## config.mk

```make
export PLATFORM = sky130hd
export DESIGN_NAME = serial_subtractor4bit_flat
export DESIGN_NICKNAME = d
export VERILOG_FILES = /design/src/rtl/alu_pkg.sv /design/src/rtl/serial_subtractor4bit_if.sv /design/src/rtl/full_adder_cell.sv /design/src/rtl/serial_subtractor4bit.sv /design/src/flat_wrapper.sv
export SDC_FILE = /design/constraint.sdc
export NUM_CORES = 1
export LEC_CHECK = 0
export BUFFER_PORTS_ARGS = -buffer_cell sky130_fd_sc_hd__buf_2
export CAP_MARGIN = 20
export CORE_UTILIZATION = 39
export CTS_CLUSTER_DIAMETER = 60
export DETAILED_ROUTE_END_ITERATION = 7
export REMOVE_ABC_BUFFERS = 1
export SLEW_MARGIN = 0
export SYNTH_ARGS = -nofsm -noshare
export SYNTH_HDL_FRONTEND = slang
export SYNTH_SLANG_ARGS = --single-unit
```

## constraint.sdc

```tcl
create_clock -name clk -period 1.7 [get_ports clk]
set_input_delay 0.34 -clock clk [delete_from_list [all_inputs] [get_ports clk]]
set_output_delay 0.34 -clock clk [all_outputs]
set_load 0.03 [all_outputs]
```

## src/rtl/alu_pkg.sv

```systemverilog
`default_nettype none
// ============================================================================
//  Module      : alu_pkg
//  Description : Shared ALU constants: serial-subtractor FSM state encoding
//                and the default datapath width.
//  Revision    : 1.0 - initial release
// ============================================================================
package alu_pkg;

    localparam int C_DEFAULT_WIDTH = 4;

    localparam logic [1:0] ST_IDLE  = 2'd0;
    localparam logic [1:0] ST_SHIFT = 2'd1;
    localparam logic [1:0] ST_DONE  = 2'd2;

endpackage
`default_nettype wire

```

## src/rtl/serial_subtractor4bit_if.sv

```systemverilog
`default_nettype none
// ============================================================================
//  Module      : serial_subtractor4bit_if
//  Description : Start/busy/done request bus between the controlling FSM
//                (master) and the bit-serial subtractor (slave).
//  Revision    : 1.0 - initial release
// ============================================================================
interface serial_subtractor4bit_if
    import alu_pkg::*;
#(
    parameter int WIDTH = C_DEFAULT_WIDTH
);

    logic             start;
    logic [WIDTH-1:0] a;
    logic [WIDTH-1:0] b;
    logic             busy;
    logic             done;
    logic [WIDTH-1:0] diff;
    logic             carryout;
    logic             overflow;

    modport master (
        output start, a, b,
        input  busy, done, diff, carryout, overflow
    );

    modport slave (
        input  start, a, b,
        output busy, done, diff, carryout, overflow
    );

endinterface
`default_nettype wire

```

## src/rtl/full_adder_cell.sv

```systemverilog
`default_nettype none
// ============================================================================
//  Module      : full_adder_cell
//  Description : Combinational 1-bit full adder, the same cell the ripple
//                adder is built from.
//  Revision    : 1.0 - initial release
// ============================================================================
module full_adder_cell (
    input  wire logic a,
    input  wire logic b,
    input  wire logic cin,
    output logic      sum,
    output logic      cout
);

    assign sum  = a ^ b ^ cin;
    assign cout = (a & b) | (a & cin) | (b & cin);

endmodule
`default_nettype wire

```

## src/rtl/serial_subtractor4bit.sv

```systemverilog
`default_nettype none
// ============================================================================
//  Module      : serial_subtractor4bit
//  Description : Bit-serial two's-complement subtractor, diff = a - b,
//                computed LSB-first as a + ~b + 1 with one full-adder step
//                per clock. Result, carry-out and overflow follow the ripple
//                adder's conventions so the two paths can be cross-checked.
//  Revision    : 1.0 - initial release
// ============================================================================
module serial_subtractor4bit
    import alu_pkg::*;
#(
    parameter int WIDTH = C_DEFAULT_WIDTH
) (
    input  wire logic              clk,
    input  wire logic              rst_n,
    serial_subtractor4bit_if.slave bus
);

    localparam int                 C_CNT_W = $clog2(WIDTH) + 1;
    localparam logic [C_CNT_W-1:0] C_LAST  = C_CNT_W'(WIDTH - 1);

    logic [1:0]         r_state;
    logic [C_CNT_W-1:0] r_count;
    logic               r_busy;
    logic               r_done;
    logic [WIDTH-1:0]   r_a;
    logic [WIDTH-1:0]   r_b;
    logic [WIDTH-1:0]   r_res;
    logic               r_carry;
    logic [WIDTH-1:0]   r_diff;
    logic               r_carryout;
    logic               r_overflow;

    logic               w_load;
    logic               w_step;
    logic               w_last;
    logic               w_sum;
    logic               w_cout;

    // A new request is taken whenever no operation is running, which
    // includes the DONE cycle so operations can run back-to-back.
    assign w_load = bus.start && ((r_state == ST_IDLE) || (r_state == ST_DONE));
    assign w_step = (r_state == ST_SHIFT);
    assign w_last = w_step && (r_count == C_LAST);

    // Single adder cell, reused every cycle on the current LSBs.
    full_adder_cell u_fa (
        .a    (r_a[0]),
        .b    (r_b[0]),
        .cin  (r_carry),
        .sum  (w_sum),
        .cout (w_cout)
    );

    // Control FSM: state, bit counter and the busy/done handshake.
    always_ff @(posedge clk or negedge rst_n) begin
        if (!rst_n) begin
            r_state <= ST_IDLE;
            r_count <= '0;
            r_busy  <= 1'b0;
            r_done  <= 1'b0;
        end else begin
            r_done <= 1'b0;
            case (r_state)
                ST_IDLE, ST_DONE: begin
                    if (w_load) begin
                        r_state <= ST_SHIFT;
                        r_count <= '0;
                        r_busy  <= 1'b1;
                    end else begin
                        r_state <= ST_IDLE;
                    end
                end
                ST_SHIFT: begin
                    r_count <= r_count + C_CNT_W'(1);
                    if (w_last) begin
                        r_state <= ST_DONE;
                        r_busy  <= 1'b0;
                        r_done  <= 1'b1;
                    end
                end
                default: begin
                    r_state <= ST_IDLE;
                    r_busy  <= 1'b0;
                end
            endcase
        end
    end

    // Operand shifters and running carry; carry starts at 1 for the +1 of
    // negating b, and sum bits enter the result register from the top.
    always_ff @(posedge clk or negedge rst_n) begin
        if (!rst_n) begin
            r_a     <= '0;
            r_b     <= '0;
            r_res   <= '0;
            r_carry <= 1'b0;
        end else if (w_load) begin
            r_a     <= bus.a;
            r_b     <= ~bus.b;
            r_res   <= '0;
            r_carry <= 1'b1;
        end else if (w_step) begin
            r_a     <= r_a >> 1;
            r_b     <= r_b >> 1;
            r_res   <= {w_sum, r_res[WIDTH-1:1]};
            r_carry <= w_cout;
        end
    end

    // Visible result updates only on the final step; on that step r_carry
    // is the carry into the MSB, so overflow is r_carry XOR carry-out.
    always_ff @(posedge clk or negedge rst_n) begin
        if (!rst_n) begin
            r_diff     <= '0;
            r_carryout <= 1'b0;
            r_overflow <= 1'b0;
        end else if (w_last) begin
            r_diff     <= {w_sum, r_res[WIDTH-1:1]};
            r_carryout <= w_cout;
            r_overflow <= r_carry ^ w_cout;
        end
    end

    assign bus.busy     = r_busy;
    assign bus.done     = r_done;
    assign bus.diff     = r_diff;
    assign bus.carryout = r_carryout;
    assign bus.overflow = r_overflow;

endmodule
`default_nettype wire

```

## src/flat_wrapper.sv

```systemverilog
// flat-port wrapper written by rule: the top's interface ports become plain ports
module serial_subtractor4bit_flat import alu_pkg::*;
#(
    parameter int WIDTH = C_DEFAULT_WIDTH
)
  (clk, rst_n, bus_start, bus_a, bus_b, bus_busy, bus_done, bus_diff, bus_carryout, bus_overflow);
  serial_subtractor4bit_if #(.WIDTH(WIDTH)) bus_i ();
  input  wire logic clk;
  input  wire logic rst_n;
  input wire logic [$bits(bus_i.start)-1:0] bus_start;
  input wire logic [$bits(bus_i.a)-1:0] bus_a;
  input wire logic [$bits(bus_i.b)-1:0] bus_b;
  output wire logic [$bits(bus_i.busy)-1:0] bus_busy;
  output wire logic [$bits(bus_i.done)-1:0] bus_done;
  output wire logic [$bits(bus_i.diff)-1:0] bus_diff;
  output wire logic [$bits(bus_i.carryout)-1:0] bus_carryout;
  output wire logic [$bits(bus_i.overflow)-1:0] bus_overflow;
  assign bus_i.start = bus_start;
  assign bus_i.a = bus_a;
  assign bus_i.b = bus_b;
  assign bus_busy = bus_i.busy;
  assign bus_done = bus_i.done;
  assign bus_diff = bus_i.diff;
  assign bus_carryout = bus_i.carryout;
  assign bus_overflow = bus_i.overflow;
  serial_subtractor4bit #(.WIDTH(WIDTH)) u_core (.clk(clk), .rst_n(rst_n), .bus(bus_i));
endmodule
```

# Yosys cells after proc, flatten, opt, wreduce, memory -nomap -nowiden
# Index checks and enable logic that the tools add are counted.
# Widths: inputs -> output; s select.
[word_totals]
regBits = 26
input_bits = 11
output_inout_bits = 8
elab_cells = 53
[classes]
add_sub_neg = 1
eq_ne = 5
n_mux = 18
bitwise = 9
reduce_logical = 9
[op_table]
columns = ["op", "n"]
rows = [
  ["$mux 4", 6],
  ["$mux 1", 7],
  ["$pmux 3 s2", 1],
  ["$not 4->4", 1],
  ["$pmux 2 s2", 1],
  ["$reduce_and 2->1", 2],
  ["$reduce_bool 2->1", 2],
  ["$add 3x1->3 const B", 1],
  ["$and 1x1->1", 3],
  ["$eq 3x2->1 const B", 1],
  ["$mux 3", 1],
  ["$xor 1x1->1", 3],
  ["$eq 2x1->1 const B", 1],
  ["$eq 2x2->1 const B", 1],
  ["$logic_and 1x1->1", 2],
  ["$logic_not 2->1", 1],
  ["$mux 2", 1],
  ["$ne 2x1->1 const B", 1],
  ["$ne 2x2->1 const B", 1],
  ["$or 1x1->1", 2],
  ["$pmux 1 s2", 1],
  ["$reduce_or 2->1", 1],
  ["$logic_or 1x1->1", 1],
]

# Depth between registers and ports, before layout
[depth]
depth_word = 5
mapped_depth = 5

# Modules after synthesis
# A second synthesis with hierarchy kept.
[unflattened]
hier_cells = 94
hier_area_um2 = 1122.3
[by_module_without_submodules]
columns = ["module", "n_inst", "cells_each", "area_per_inst_um2", "seq_area_each_um2"]
rows = [
  ["serial_subtractor4bit", 1, 93, 1102.3, 625.6],
  ["full_adder_cell", 1, 1, 20.0, 0.0],
]

# Worst setup path before layout
# No wires, ideal clock.
[synth_path]
path_kind = "reg-to-reg"
start = "reg u_core.r_a[0]"
end = "reg u_core.r_res[3]"
arrival_ns = 1.311
required_ns = 1.579
slack_ns = 0.268
path_stages_with_launch = 4
path_buffers = 0
path_cell_list = "dfrtp_1 -> fa_1 -> mux2_1 -> a22o_1"
[synth_via]
elab_chain_len = 4
[synth_lines]
columns = ["item", "line_no", "source"]
rows = [
  ["start, declared", "serial_subtractor4bit.sv:27", "logic [WIDTH-1:0] r_a;"],
  ["start signal, assigned", "serial_subtractor4bit.sv:100", "r_a <= bus.a;"],
  ["start signal, assigned", "serial_subtractor4bit.sv:105", "r_a <= r_a >> 1;"],
  ["$xor 1x1->1 (2 in a row)", "full_adder_cell.sv:16", "assign sum = a ^ b ^ cin;"],
  ["via u_core.u_fa.sum", "full_adder_cell.sv:12", "output logic sum,"],
  ["$mux 4", "serial_subtractor4bit.sv:104", "end else if (w_step) begin"],
  ["$mux 4", "serial_subtractor4bit.sv:99", "end else if (w_load) begin"],
  ["end signal, assigned", "serial_subtractor4bit.sv:107", "r_res <= {w_sum, r_res[WIDTH-1:1]};"],
  ["end, declared", "serial_subtractor4bit.sv:29", "logic [WIDTH-1:0] r_res;"],
]
# The timed path passes the listed nets, and every way through them passes these cells. The select of a mux whose other input is x is not followed.
# A chain may end at the register's enable or synchronous reset.

# Worst setup path after layout
# Ends and elaborated chain as after synthesis.

==> flow_summary_export.csv <==
group,metric,value,unit
yosys,synth_edf_count,0,
yosys,ys_types,28,
critical_path,reg2regPathDepth,3,
sta,maxSlewHeadroom,62.82,%
drt,drt_pass1_iterations,5,
pwr,leakage,0.6569,nW
sta,fin_ws,206.6,ps
drt,route.detailed.vias_per_inst,5.161,
worst_hold_path,hold_class,"input port to flip-flop",
drt,ant_nets,0,
drt,vias,769,
critical_path,cp-start-kind,"flip-flop",
cts,cts_root_buffer,"clkbuf_4",
cts,cts_resized,0,
cts,clk_pin_slew,130,ps
critical_path,path_max_fanout,3,
yosys,synthAdderAreaFrac,3.814,%
critical_path,critPathRequiredTime,1920,ps
layout,antennaDiodeCount,0,
cts,cts_max_path_buffers,2,
yosys,syn_area,0.001181,mm²
global_route,grt_use_total,14.48,%
cts,cts_made_buffers,3,
pwr,power_density,1922,mW/mm²
global_route,grt_first_pass_wirelength,3663,µm
drt,totalWireLength,2052,µm
cts,htreeDepth,1,
sta,tns,0,ps
pwr,irDropWorstVdd,0.0008180,V
placement,port_buffers,18,
floorplanning,ioPinCount,19,
drt,drc_errors,2,
yosys,synthCells,98,
floorplanning,chipWidth,57.03,µm
placement,dp_cells,144,
sta,final.setup_skew,5.168,ps
sta,fmax,669.6,MHz
yosys,ys_seq_elements,25,
placement,place_area,0.001285,mm²
floorplanning,start_util,42.11,%
layout,stdcell_area,0.001323,mm²
yosys,synth-simple-area-share,13.45,%
sta,finalHoldViolCount,0,
layout,areaGrowthSynthToFinish,11.97,%
cts,hold_buffers,1,
global_route,antenna_found_initial,0,
layout,stdcell_count,149,
yosys,synth-main-ff-cell,"dfrtp_1",
cts,clk_latency,320,ps
placement,dp_slack,222.1,ps
global_route,grt_max_degree,26,
floorplanning,core_area,0.002805,mm²
yosys,synth_top_cell_area_share,52.97,%
drt,dr.first_iter.drc_count,20,
global_route,gr-total-overflow,0,
placement,dpl.hpwl,1487,µm
yosys,synthXorXnorAreaFrac,1.483,%
yosys,synth.mux.area_fraction,13.56,%
pwr,finalPower,2.542,mW
sta,grt_setup_unrepaired,"false",
yosys,synth_top_family_by_area,"multiplexers",
flow_run,max_cap_viol_count,0,
critical_path,critical_path_arrival,1720,ps
yosys,syn_avg_cell_area,12.05,µm²
yosys,yosysSeqAreaShare,52.97,%
yosys,synth_area_leaders,"dfrtp_1, mux2_4, a22o_1",
sta,finalSetupViolations,0,
yosys,synth_compound_area_share,11.02,%
yosys,yosys_warnings,0,
critical_path,crit_type,"flip-flop to flip-flop",
cts,cts.sinks,25,
yosys,synth-async-reset-ratio,100.0,%
sta,tightest_slew,557.7,ps
status,violations,"design-rule violations",
cts,cts_tree,"done",
drt,routedWlPerCell,13.77,µm
sta,min_period,1493,ps
floorplanning,rows,19,
sta,holdWs,187.7,ps
global_route,grt_pass1_vias,808,
layout,nets,133,
cts,cts_setup_buffers,0,
critical_path,worstSetupEndpointType,"flip-flop",
status,status,"complete, but fails checks",
worst_hold_path,holdPathStages,2,
placement,gp_congestion,0.7129,
layout,final_util,47.15,%
yosys,yosys.area.top_type,"dfrtp_1",
sta,maxSlewViolCount,0,
floorplanning,die_h,57.03,µm
sta,fin_crit_sh,87.85,%
floorplanning,die_area,0.003252,mm²
layout,drive_above_1_share,27.12,%
## worst paths after layout
check | endpoint | start | slack, ps
worst max-delay path | u_core.r_res[3]$_DFFE_PN0P_ | u_core.r_a[0]$_DFFE_PN0P_ | 210
worst min-delay path | u_core.r_b[1]$_DFFE_PN0P_ | bus_b[1] | 190
worst max register to register | u_core.r_res[3]$_DFFE_PN0P_ | u_core.r_a[0]$_DFFE_PN0P_ | 210
worst min register to register | u_core.bus.overflow$_DFFE_PN0P_ | u_core.bus.overflow$_DFFE_PN0P_ | 510
max in group asynchronous | u_core.r_count[0]$_DFFE_PN0P_ | rst_n | 800
min in group asynchronous | u_core.bus.diff[3]$_DFFE_PN0P_ | rst_n | 520
## kinds of logic after synthesis
logic type | Yosys count
adders and majority gates | 3
and+or+nand+nor | 29
DFF | 25
AOI/OAI and AO/OA | 19
buffers and inverters | 7
muxes | 13
xor gates and xnor gates | 2
## synthesized netlist by cell type (all sizes together), types with 3 or more instances
cell,number
buf,4
nor3,5
nand2,6
inv,3
dfrtp,25
mux2,9
mux2i,4
nor2,8
a21oi,3
o21ai,5
a22o,6
nor2b,3
## routing by layer
| metal | vias to the layer above | wire length, µm | track usage [%] |
|---|---|---|---|
| li1 | 386 | - | - |
| met1 | 360 | 1022 | 18.85 |
| met2 | 21 | 919 | 24.71 |
| met3 | 2 | 94 | 4.082 |
| met4 | 0 | 15 | 2.091 |
| met5 | - | 0 | 0 |
## power by group
group / leakage, nW / internal, mW / switching, mW
Combinational: 0.331 / 0.591 / 0.578
Sequential: 0.309 / 0.857 / 0.252
Clock: 0.0177 / 0.0881 / 0.175
## critical path: stages (launching register included)
cell and delay (ps):
dfrtp_1 440, fa_1 490, mux2_1 300, a22o_1 180
## sequential cells by signal, summed over array words and instances (netlist names)
register and flops:
u_core.bus.done 1, u_core.r_carry 1, u_core.bus.busy 1, u_core.r_b 4
u_core.r_state 2, u_core.r_res 3, u_core.bus.overflow 1, u_core.r_a 4
u_core.r_count 3, u_core.bus.carryout 1, u_core.bus.diff 4
## cell type report
class / instances / area [µm²]
fill: 259 / 1483
sequential: 25 / 625.6
multi-input combinational: 66 / 511.7
timing repair buffer: 20 / 107.6
tap: 31 / 38.79
clock buffer: 3 / 22.52
inverter: 3 / 11.26
clock inverter: 1 / 5.005
## layout by cell type, fill, tap and decap left out, types with 2 or more instances in the layout
cell       n
a21oi_1    3
a22o_1     6
inv_1      3
mux2_4     5
o21ai_1    4
a211oi_1   2
mux2i_1    4
nand2_1    6
xnor2_1    2
mux2_1     2
buf_2     18
ha_1       2
nor2b_1    3
mux2_2     2
nand2b_1   2
clkbuf_4   3
nor2_1     8
nor3_1     5
o22ai_1    2
dfrtp_1   25
Note: power is estimated with default switching activity, not from simulation.
